### src/rtl/wdt_kick_scheduler_pkg.sv
// Shared encodings for the watchdog kick scheduler: FSM states, register
// addresses and the bus slot the scheduler's watchdog lives at.
package wdt_kick_scheduler_pkg;

  typedef enum logic [1:0] {
    ST_IDLE    = 2'd0,
    ST_COLLECT = 2'd1,
    ST_KICK    = 2'd2,
    ST_STARVED = 2'd3
  } state_t;

  localparam logic [1:0] ADDR_CTRL   = 2'd0;
  localparam logic [1:0] ADDR_MASK   = 2'd1;
  localparam logic [1:0] ADDR_RELOAD = 2'd2;
  localparam logic [1:0] ADDR_PERIOD = 2'd3;

  // Base address of the hardware watchdog this scheduler kicks.
  localparam logic [31:0] WDT_SLOT_ADDR = 32'h4000_0400;

  // Arming needs a non-empty task set, a reload value and a window length.
  function automatic logic arm_allowed(input logic mask_nz,
                                       input logic [31:0] reload,
                                       input logic [31:0] period);
    return mask_nz && (reload != 32'd0) && (period != 32'd0);
  endfunction

endpackage

### src/rtl/wdt_kick_scheduler_if.sv
// Configuration bus between the CPU-side register master and the scheduler.
interface wdt_kick_scheduler_if;
  logic        cfg_we;
  logic [1:0]  cfg_addr;
  logic [31:0] cfg_wdata;
  logic [31:0] cfg_rdata;

  modport master (output cfg_we, cfg_addr, cfg_wdata, input cfg_rdata);
  modport slave  (input cfg_we, cfg_addr, cfg_wdata, output cfg_rdata);
endinterface

### src/rtl/wdt_window_timer.sv
// Microsecond window counter: cleared by the FSM, advanced on enabled ticks,
// flags the tick that completes the programmed window.
module wdt_window_timer (
  input  logic        clk,
  input  logic        rst,
  input  logic        clear,
  input  logic        enable,
  input  logic [31:0] period,
  output logic        expire
);

  logic [31:0] count_reg;

  // Saturates instead of wrapping so a stale window can never re-expire.
  always_ff @(posedge clk or posedge rst) begin
    if (rst)
      count_reg <= 32'd0;
    else if (clear)
      count_reg <= 32'd0;
    else if (enable && (count_reg != 32'hFFFF_FFFF))
      count_reg <= count_reg + 32'd1;
  end

  assign expire = enable && (count_reg == (period - 32'd1));

endmodule

### src/rtl/wdt_kick_scheduler.sv
// Heartbeat aggregator: kicks the watchdog only after every enabled task has
// checked in within the window; a missed window latches starved forever.
module wdt_kick_scheduler
  import wdt_kick_scheduler_pkg::*;
#(
  parameter int N_TASKS = 4
) (
  input  logic                 clk,
  input  logic                 rst,
  input  logic                 tick_1us,
  input  logic [N_TASKS-1:0]   heartbeat,
  wdt_kick_scheduler_if.slave  cfg,
  output logic                 kick,
  output logic [31:0]          kick_value,
  output logic                 starved
);

  state_t               state_reg, state_next;
  logic [N_TASKS-1:0]   mask_reg, pending_reg, pending_next, missed_reg, missed_next;
  logic [31:0]          reload_reg, period_reg;
  logic [N_TASKS-1:0]   live;
  logic                 all_in, arm_req, in_idle, timer_clear, timer_enable, expire;
  logic [31:0]          ctrl_word;

  assign in_idle = (state_reg == ST_IDLE);
  assign arm_req = cfg.cfg_we && (cfg.cfg_addr == ADDR_CTRL) && cfg.cfg_wdata[0]
                   && arm_allowed(mask_reg != '0, reload_reg, period_reg);

  // Heartbeats landing on this edge count toward completion immediately.
  assign live   = (pending_reg | heartbeat) & mask_reg;
  assign all_in = (live == mask_reg);

  assign timer_enable = (state_reg == ST_COLLECT) && tick_1us;

  wdt_window_timer u_timer (
    .clk    (clk),
    .rst    (rst),
    .clear  (timer_clear),
    .enable (timer_enable),
    .period (period_reg),
    .expire (expire)
  );

  always_ff @(posedge clk or posedge rst) begin
    if (rst) begin
      state_reg   <= ST_IDLE;
      pending_reg <= '0;
      missed_reg  <= '0;
    end else begin
      state_reg   <= state_next;
      pending_reg <= pending_next;
      missed_reg  <= missed_next;
    end
  end

  always_comb begin
    state_next   = state_reg;
    pending_next = pending_reg;
    missed_next  = missed_reg;
    timer_clear  = 1'b0;
    case (state_reg)
      ST_IDLE: begin
        timer_clear = 1'b1;
        if (arm_req)
          state_next = ST_COLLECT;
      end
      ST_COLLECT: begin
        pending_next = live;
        // Completion takes priority over a timeout on the same edge.
        if (all_in) begin
          state_next = ST_KICK;
        end else if (expire) begin
          missed_next = mask_reg & ~live;
          state_next  = ST_STARVED;
        end
      end
      ST_KICK: begin
        pending_next = heartbeat & mask_reg;
        timer_clear  = 1'b1;
        state_next   = ST_COLLECT;
      end
      ST_STARVED: begin
        state_next = ST_STARVED;
      end
      default: state_next = ST_IDLE;
    endcase
  end

  // Register file: MASK/PERIOD lock once armed, RELOAD stays writable.
  always_ff @(posedge clk or posedge rst) begin
    if (rst) begin
      mask_reg   <= '0;
      reload_reg <= 32'd0;
      period_reg <= 32'd0;
    end else if (cfg.cfg_we) begin
      case (cfg.cfg_addr)
        ADDR_MASK:   if (in_idle) mask_reg <= cfg.cfg_wdata[N_TASKS-1:0];
        ADDR_RELOAD: reload_reg <= cfg.cfg_wdata;
        ADDR_PERIOD: if (in_idle) period_reg <= cfg.cfg_wdata;
        default: ;
      endcase
    end
  end

  assign ctrl_word[1:0] = state_reg;
  assign ctrl_word[3:2] = 2'b00;

  genvar gi;
  generate
    for (gi = 0; gi < 4; gi++) begin : g_pend_field
      if (gi < N_TASKS) begin : g_used
        assign ctrl_word[4+gi] = pending_reg[gi];
      end else begin : g_pad
        assign ctrl_word[4+gi] = 1'b0;
      end
    end
    for (gi = 0; gi < 24; gi++) begin : g_miss_field
      if (gi < N_TASKS) begin : g_used
        assign ctrl_word[8+gi] = missed_reg[gi];
      end else begin : g_pad
        assign ctrl_word[8+gi] = 1'b0;
      end
    end
  endgenerate

  always_comb begin
    cfg.cfg_rdata = 32'd0;
    case (cfg.cfg_addr)
      ADDR_CTRL:   cfg.cfg_rdata = ctrl_word;
      ADDR_MASK:   cfg.cfg_rdata = {{(32-N_TASKS){1'b0}}, mask_reg};
      ADDR_RELOAD: cfg.cfg_rdata = reload_reg;
      ADDR_PERIOD: cfg.cfg_rdata = period_reg;
      default:     cfg.cfg_rdata = 32'd0;
    endcase
  end

  assign kick       = (state_reg == ST_KICK);
  assign starved    = (state_reg == ST_STARVED);
  assign kick_value = reload_reg;

endmodule

### src/flat_wrapper.sv
// flat-port wrapper written by rule: the top's interface ports become plain ports
module wdt_kick_scheduler_flat import wdt_kick_scheduler_pkg::*;
#(
  parameter int N_TASKS = 4
)
  (clk, rst, tick_1us, heartbeat, kick, kick_value, starved, cfg_cfg_we, cfg_cfg_addr, cfg_cfg_wdata, cfg_cfg_rdata);
  wdt_kick_scheduler_if cfg_i ();
  input  logic clk;
  input  logic rst;
  input  logic tick_1us;
  input  logic [N_TASKS-1:0] heartbeat;
  output logic kick;
  output logic [31:0] kick_value;
  output logic starved;
  input wire logic [$bits(cfg_i.cfg_we)-1:0] cfg_cfg_we;
  input wire logic [$bits(cfg_i.cfg_addr)-1:0] cfg_cfg_addr;
  input wire logic [$bits(cfg_i.cfg_wdata)-1:0] cfg_cfg_wdata;
  output wire logic [$bits(cfg_i.cfg_rdata)-1:0] cfg_cfg_rdata;
  assign cfg_i.cfg_we = cfg_cfg_we;
  assign cfg_i.cfg_addr = cfg_cfg_addr;
  assign cfg_i.cfg_wdata = cfg_cfg_wdata;
  assign cfg_cfg_rdata = cfg_i.cfg_rdata;
  wdt_kick_scheduler #(.N_TASKS(N_TASKS)) u_core (.clk(clk), .rst(rst), .tick_1us(tick_1us), .heartbeat(heartbeat), .cfg(cfg_i), .kick(kick), .kick_value(kick_value), .starved(starved));
endmodule
### config.mk
export PLATFORM = sky130hd
export DESIGN_NAME = wdt_kick_scheduler_flat
export DESIGN_NICKNAME = d
export VERILOG_FILES = /design/src/rtl/wdt_kick_scheduler_pkg.sv /design/src/rtl/wdt_kick_scheduler_if.sv /design/src/rtl/wdt_window_timer.sv /design/src/rtl/wdt_kick_scheduler.sv /design/src/flat_wrapper.sv
export SDC_FILE = /design/constraint.sdc
export NUM_CORES = 1
export LEC_CHECK = 0
export BUFFER_PORTS_ARGS = -buffer_cell sky130_fd_sc_hd__buf_2
export CORE_MARGIN = 3
export CORE_UTILIZATION = 35
export CTS_CLUSTER_DIAMETER = 120
export CTS_CLUSTER_SIZE = 25
export DETAILED_ROUTE_END_ITERATION = 8
export GPL_TIMING_DRIVEN = 0
export PLACE_DENSITY = 0.54
export SYNTH_ARGS = -nofsm -noshare
export SYNTH_HDL_FRONTEND = slang
export SYNTH_HIERARCHICAL = 1
export SYNTH_SLANG_ARGS = --single-unit
### constraint.sdc
create_clock -name clk -period 6.5 [get_ports clk]
set_input_delay 0.975 -clock clk [delete_from_list [all_inputs] [get_ports clk]]
set_output_delay 0.975 -clock clk [all_outputs]
set_load 0.1 [all_outputs]
Yosys cells after proc, flatten, opt, wreduce, memory -nomap -nowiden
Index checks and enable logic that the tools add are counted.
{"block": "word_totals", "regBits": 110, "latchBits": 0, "ramBits": 0, "romBits": 0, "input_bits": 42, "out_inout_bits": 66, "wordCells": 56, "memories": 0}
{"block": "op_classes", "add_sub_neg": 2, "multipliers": 0, "div": 0, "magnitude_cmp": 0, "n_eq_ne": 11, "n_shift": 0, "n_mux": 9, "bitwise_logic": 6, "reduce_logical": 21}
{"op": "$pmux 32 s4", "n": 1}
{"op": "$mux 32", "n": 2}
{"op": "$reduce_bool 32->1", "n": 2}
{"op": "$add 32x1->32 const B", "n": 1}
{"op": "$eq 32x32->1", "n": 1}
{"op": "$ne 32x32->1 const B", "n": 1}
{"op": "$sub 32x1->32 const B", "n": 1}
{"op": "$and 4x4->4", "n": 3}
{"op": "$reduce_and 3->1", "n": 3}
{"op": "$eq 2x2->1 const B", "n": 4}
{"op": "$logic_and 1x1->1", "n": 8}
{"op": "$pmux 2 s4", "n": 1}
{"op": "$pmux 4 s2", "n": 1}
{"op": "$mux 2", "n": 3}
{"op": "$eq 2x1->1 const B", "n": 2}
{"op": "$eq 4x4->1", "n": 1}
{"op": "$logic_not 2->1", "n": 2}
{"op": "$not 4->4", "n": 1}
{"op": "$or 4x4->4", "n": 1}
{"op": "$reduce_and 2->1", "n": 2}
{"op": "$reduce_bool 2->1", "n": 2}
{"op": "$reduce_bool 4->1", "n": 1}
{"op": "$ne 3x1->1 const B", "n": 1}
{"op": "$ne 2x1->1 const B", "n": 1}
{"op": "other kinds (3)", "n": 3}

Longest topological paths before layout
Gate-level depths: netlist of run 1.
{"block": "logic_depth", "word_depth": 6, "ltp_mapped": 15, "depth_no_buf": 13}

Hierarchy
The synthesis of run 1 kept the hierarchy.
{"mod": "wdt_kick_scheduler", "n_inst": 1, "cells_per_inst": 305, "area_per_inst_um2": 3837.4, "seq_area_each_um2": 1951.9}
{"mod": "wdt_window_timer", "n_inst": 1, "cells_per_inst": 376, "area_per_inst_um2": 2977.9, "seq_area_each_um2": 800.8}

Worst setup path after synthesis of run 1
Ideal clock, no wire load.
{"block": "synth_timing", "kind": "input to output", "start": "input port cfg_cfg_addr[1]", "end": "output port cfg_cfg_rdata[10]", "t_arrival_ps": 3619, "required_time_ps": 5525, "slack_ps": 1906, "cell_stages": 4, "path_buffers": 2, "path_cell_list": "buf_2 > buf_2 > mux2i_1 > o21ai_0"}
{"block": "synth_via", "elab_chain_cells": 2, "elab_cells_between_ends": 5, "cone_classes": "eq/ne (3); mux (1); reduce/logical (1)"}
{"element": "start: declaration", "line_no": "flat_wrapper.sv:16", "text": "input wire logic [$bits(cfg_i.cfg_addr)-1:0] cfg_cfg_addr;"}
{"element": "$eq 2x2->1 (tied with other cells)", "line_no": "wdt_kick_scheduler.sv:128", "text": "case (cfg.cfg_addr)"}
{"element": "$pmux 32 s4 *", "line_no": "wdt_kick_scheduler.sv:128"}
{"element": "end: declaration", "line_no": "flat_wrapper.sv:18", "text": "output wire logic [$bits(cfg_i.cfg_rdata)-1:0] cfg_cfg_rdata;"}
Mark *: on every way between the ends. The rest lies on a longest branch, timed or not.

Worst setup path after layout of run 1
{"block": "layout_timing", "start": "register u_core.period_reg[0]", "end": "register u_core.missed_reg[3]"}
{"block": "layout_via", "elab_chain_cells": 4}
{"element": "start: declaration", "line_no": "wdt_kick_scheduler.sv:20", "text": "logic [31:0] reload_reg, period_reg;"}
{"element": "start signal: assignment", "line_no": "wdt_kick_scheduler.sv:99", "text": "ADDR_PERIOD: if (in_idle) period_reg <= cfg.cfg_wdata;"}
{"element": "$sub 32x1->32", "line_no": "wdt_window_timer.sv:24", "text": "assign expire = enable && (count_reg == (period - 32'd1));"}
{"element": "$eq 32x32->1", "line_no": "wdt_window_timer.sv:24"}
{"element": "$logic_and 1x1->1", "line_no": "wdt_window_timer.sv:24"}
{"element": "net u_core.expire", "line_no": "wdt_kick_scheduler.sv:22", "text": "logic all_in, arm_req, in_idle, timer_clear, timer_enable, expire;"}
{"element": "$reduce_and 3->1 (no source line)"}
{"element": "end signal: assignment", "line_no": "wdt_kick_scheduler.sv:52", "text": "missed_reg <= missed_next;"}
{"element": "end: declaration", "line_no": "wdt_kick_scheduler.sv:19", "text": "logic [N_TASKS-1:0] mask_reg, pending_reg, pending_next, missed_reg, missed_next;"}
The timed path passes the listed nets, and every way through them passes these cells.
A chain may end at the register's enable or synchronous reset.

==> results of run 1 <==
[path summary, 6_finish.rpt]
kind | start | end | slack, ns | depth (start not counted)
worst max-delay path | u_core/period_reg[0] | u_core/missed_reg[3] | 2.20 | 12
worst min-delay path | u_core/missed_reg[0] | u_core/missed_reg[0] | 0.51 | 1
worst max register to register | u_core/period_reg[0] | u_core/missed_reg[3] | 2.20 | 12
worst min register to register | u_core/missed_reg[0] | u_core/missed_reg[0] | 0.51 | 1
max in group asynchronous | rst | u_core/period_reg[22] | 5.36 | 3
min in group asynchronous | rst | u_core/state_reg[0] | 0.53 | 2
[power by group through the flow]
stage               Clock [mW]  Combinational [mW]  Sequential, mW
finish                   0.532               0.574           0.766
global route             0.575               0.593           0.772
CTS                      0.551               0.576           0.766
detailed placement           0               0.575           0.779
global placement             0               0.571           0.779
floorplan                    0               0.197            1.05
[cells by family after synthesis]
kind of cell | after synthesis | synth area share
AO/OA/AOI/OAI | 78 | 0.0745
buffers and inverters | 50 | 0.0327
AND/OR/NAND/NOR | 270 | 0.227
XOR/XNOR | 61 | 0.0784
adder cells (fa/ha/maj) | 6 | 0.0110
multiplexers | 106 | 0.173
flip-flops | 110 | 0.404
[stage by stage]
step                      hold WS, ns  setup slack, ns  power (mW)  area, µm²
after floorplan                 0.480             1.91        1.24       6820
after global placement          0.502             2.26        1.35       7670
after detailed placement        0.500             2.25        1.35       7700
after CTS                       0.514             2.17        1.89       7980
after global routing            0.520             1.74        1.94       8000
final                           0.508             2.20        1.87       8000
[routing by layer]
metal  track usage  wire (µm)  vias to the layer above
li1              -          -                     2731
met1         0.271       9420                     2809
met2         0.286       8910                      143
met3        0.0283        896                       20
met4        0.0546        289                        0
met5             0          0                        -
[Yosys cell counts, drive strengths merged (5+ instances only)]
cell	instances	area share
a21oi	13	0.0095
and2	5	0.0046
and3	6	0.0055
buf	16	0.014
clkbuf	19	0.010
dfrtp	110	0.40
ha	6	0.011
inv	15	0.0083
mux2	72	0.12
mux2i	32	0.047
nand2	43	0.024
nand3	26	0.019
nand3b	7	0.0077
nand4	12	0.011
nand4b	6	0.0077
nor2	49	0.027
nor2b	22	0.020
nor3	23	0.018
nor3b	7	0.0077
nor4	33	0.035
nor4b	6	0.011
o211ai	6	0.0066
o21ai	29	0.022
or3	7	0.0064
xnor2	37	0.048
xor2	24	0.031
[final cells by class]
cell class | instances | area (µm²)
inverters | 15 | 58.8
clock inverters | 6 | 51.3
clock buffers | 9 | 225
plain buffers | 35 | 166
well taps | 260 | 325
multi-input cells | 521 | 3840
repair buffers | 108 | 578
fillers | 1985 | 10900
flip-flops and latches | 110 | 2750
[worst reg2reg max path, stage by stage (launching register included)]
cell	delay, ns
dfrtp_1	0.47
inv_1	0.09
ha_1	0.14
buf_2	0.23
nor4b_1	0.93
nand2_1	0.24
or3_1	0.39
a22oi_1	0.18
nand4_1	0.17
nor4_2	0.46
nand2_1	0.11
nor2_1	0.39
mux2_2	0.39
==> impl_metrics.yaml, run 1 <==
global_routing:
  grt_pass1_wl_mm: 31.9
  grt_use_total: 0.186
  antenna_found_initial: 0
  grt_max_degree: 67
  grt_pass1_vias: 5665
  gr-total-overflow: 0
floorplan:
  die_w_um: 146
  num_rows: 50
  start_util: 0.361
  core_area_mm2: 0.0189
  die_h_um: 146
  die-area_mm2: 0.0212
  ioPinCount: 108
outcome:
  outcome: "completed"
synth:
  post_synth_instance_area_mm2: 0.00682
  synth_nets: 729
  yosys_warnings: 6
  ys_types: 62
  ys_async_sr_fraction: 1.00
  synth_cells: 681
  synth_seq_cells: 110
  ys_seq_area_frac: 0.404
  synth_edf_count: 0
  synth_flop_cell: "dfrtp_1"
  avgSynthCellArea_um2: 10.0
finish:
  final_common_cell: "buf_2"
  fin_util: 0.423
  drive_gt1_frac: 0.284
  stdcell_count: 1064
  layout.nets: 848
  syn2layout_area_growth_pct: 17.3
  final_cell_mix: "119 x buf_2, 110 x dfrtp_1, 72 x mux2_2, 49 x nor2_1, 43 x nand2_1"
  antennaDiodeCount: 0
drt:
  via_per_inst: 5.36
  wl_per_cell_um: 18.3
  drt_iter0_drc: 313
  wl_mm: 19.5
  dr.pass1.iters: 4
  drc: 0
  ant_nets: 0
  via_count: 5703
sta:
  fin_tns_setup_ns: 0
  drv_slew: 0
  rsz0062_at_grt: "no"
  fmax_mhz: 233
  hold_violations: 0
  tightest_slew_ns: 1.11
  finClkSkew_ns: 0.0124
  setup_viol: 0
  finalCritPeriodShare: 0.661
  slew_headroom: 0.247
  final.min_clock_period_ns: 4.30
cts:
  path_clk_slew_ns: 0.08
  htree_levels: 3
  cts_buffers: 9
  clock_latency_ns: 0.36
  post_cts_buffers: 0
  cts.path.max_buffers: 2
  cts_sinks: 110
  cts_hold_buffers: 0
  cts_resized: 0
  cts_root_buf: "clkbuf_16"
  tritoncts: "built"
worst_setup_path:
  cp_num_buf_inv: 2
  cpMaxStageDelayCell: "nor4b_1"
  worstPathCellList: "inv_1, ha_1, buf_2, nor4b_1, nand2_1, or3_1, a22oi_1, nand4_1, nor4_2, nand2_1, nor2_1, mux2_2"
  cp_data_required_time_ns: 6.75
  cp_top_family: "simple AND/OR/NAND/NOR gates"
  worst-path-max-fanout: 10
  cp.arrival_ns: 4.55
  worst_path_most_repeated_cell: "nand2_1"
  cp_slowest_stage_delay_ns: 0.92
  critPathLaunchType: "register"
  crit_path_end_kind: "register"
  crit_type: "register to register"
pwr:
  pwr-share-seq: 0.409
  p_comb_frac: 0.307
  ir_drop_mv: 0.177
  clkPwrFrac: 0.284
  p_leak_nw: 3.62
  p_sw_frac: 0.420
  switchingPower_mw: 0.787
  p_int_mw: 1.08
  power_density_mw_per_mm2: 234
placed_design:
  numPortBuffers: 106
  placed_cells: 1048
  dpl.hpwl_mm: 14.9
  gp_congestion: 0.830
min_path:
  hold_class: "register to register"
flow_run:
  cap_violations: 0
(Power assumes the default switching activity.)
==> run 2: changes to the inputs <==
PLACE_DENSITY = 0.56   (was 0.54)
clock period = 3.9 ns   (was 6.5 ns; I/O delays follow)
==> run 2 against run 1 <==
  * Total power up 69%
  * Worst setup slack worse by 2.0 ns
  * Clock skew about the same
  * Hold slack worse by 0.38 ns
  * Critical path type unchanged
  * Largest cell class unchanged
  * Largest power group unchanged
==> impl_metrics.yaml, run 2 (synthesized netlist as in run 1, its figures left out) <==
flow_run:
  cap_violations: 0
pwr:
  p_leak_nw: 3.68
  power_density_mw_per_mm2: 391
  ir_drop_mv: 0.277
sta:
  fmax_mhz: 272
  drv_slew: 0
  fin_worst_hold_slack_ns: 0.128
  final.setup.worst_slack_ns: 0.224
  finalCritPeriodShare: 0.943
  final.min_clock_period_ns: 3.68
  finClkSkew_ns: 0.0129
  setup_viol: 0
  tightest_slew_ns: 0.937
  slew_headroom: 0.370
  hold_violations: 0
  rsz0062_at_grt: "no"
global_routing:
  grt_pass1_wl_mm: 32.1
  antenna_found_initial: 1
  gr-total-overflow: 0
  grt_pass1_vias: 5649
  grt_use_total: 0.187
  grt_max_degree: 70
worst_setup_path:
  crit_type: "register to register"
  regToRegSetupSlack_ns: 0.22
  crit_path_end_kind: "register"
  critPathLaunchType: "register"
  cp.arrival_ns: 3.93
  worst-path-max-fanout: 10
  cp_data_required_time_ns: 4.15
cts:
  cts.path.max_buffers: 2
  cts_buffers: 9
  clock_latency_ns: 0.36
  path_clk_slew_ns: 0.08
  cts_root_buf: "clkbuf_16"
  cts_sinks: 110
  tritoncts: "built"
  htree_levels: 3
  cts_hold_buffers: 0
finish:
  stdcell_area_mm2: 0.00810
  fin_util: 0.429
  final_common_cell: "buf_2"
  drive_gt1_frac: 0.295
  syn2layout_area_growth_pct: 18.8
  layout.nets: 851
  final_cell_mix: "117 x buf_2, 108 x dfrtp_1, 72 x mux2_2, 48 x nor2_1, 43 x nand2_1"
  antennaDiodeCount: 0
placed_design:
  dpl.hpwl_mm: 14.9
  preCtsSetupSlack_ns: -0.393
  numPortBuffers: 106
  gp_congestion: 0.850
  post_dp_cell_area_mm2: 0.00770
floorplan:
  die_h_um: 146
  core_area_mm2: 0.0189
  die_w_um: 146
  die-area_mm2: 0.0212
  ioPinCount: 108
  num_rows: 50
  start_util: 0.361
drt:
  wl_mm: 19.8
  wl_per_cell_um: 18.6
  ant_nets: 0
  drc: 0
  dr.pass1.iters: 6
  via_per_inst: 5.37
  drt_iter0_drc: 401
  via_count: 5735
outcome:
  outcome: "completed"
min_path:
  hold_class: "primary input to asynchronous set/reset pin"
run 2: changes by cell type in the layout (fill, tap and decap cells not counted), sizes merged:
| cell | before | now |
|---|---|---|
| buf | 124 | 128 |
| clkinv | 2 | 3 |
| clkinvlp | 1 | 0 |
run 2: report_power, final:
part	switching [mW]	internal [mW]
sequential	0.0758	1.20
combinational	0.792	0.164
clock	0.464	0.468
total	1.33	1.83
run 2: metrics by stage:
stage	power (mW)	TNS, ns	cells
floorplan	2.07	0	681
global placement	2.25	-1.41	1047
detailed placement	2.26	-1.56	1048
CTS	3.20	0	1064
global route	3.28	0	1068
finish	3.17	0	1068
run 2: what timing repair did:
item	in CTS	in global routing
setup endpoints to repair	4	4
resized for setup	4	10
pin swaps	0	3
buffers inserted	0	4
run 2: final cells by class:
class	count	area (µm²)
clock inverter	6	60.1
buffer	34	168
tap	260	325
timing repair buffer	112	608
sequential	110	2760
clock buffer	10	239
fill	1879	10800
inverter	15	58.8
multi-input combinational	521	3880
run 2: metal layers:
layer	vias up	routed length [µm]	global-route usage
li1	2733	-	-
met5	-	13	0
met2	139	8970	0.294
met3	18	888	0.0343
met4	2	227	0.0399
met1	2843	9720	0.270
run 2: final timing paths:
path	start	endpoint	cells past startpoint
min in group clk	cfg_cfg_wdata[5]	u_core/period_reg[5]	2
min reg2reg	u_core/missed_reg[3]	u_core/missed_reg[3]	1
max reg2reg	u_core/period_reg[0]	u_core/missed_reg[1]	13
max in group asynchronous	rst	u_core/kick_value[27]	3
max	u_core/period_reg[0]	u_core/missed_reg[1]	13
min	rst	u_core/kick_value[1]	2
run 2: worst max-delay path: stages, from the launching register on:
cell,delay [ns]
dfrtp_2,0.42
inv_1,0.06
ha_1,0.14
buf_4,0.17
or4b_1,0.44
buf_4,0.20
or4_1,0.40
or3_1,0.35
o21ai_1,0.15
o211ai_1,0.16
nor4_4,0.37
nand2_1,0.15
nor2_4,0.20
mux2_2,0.36
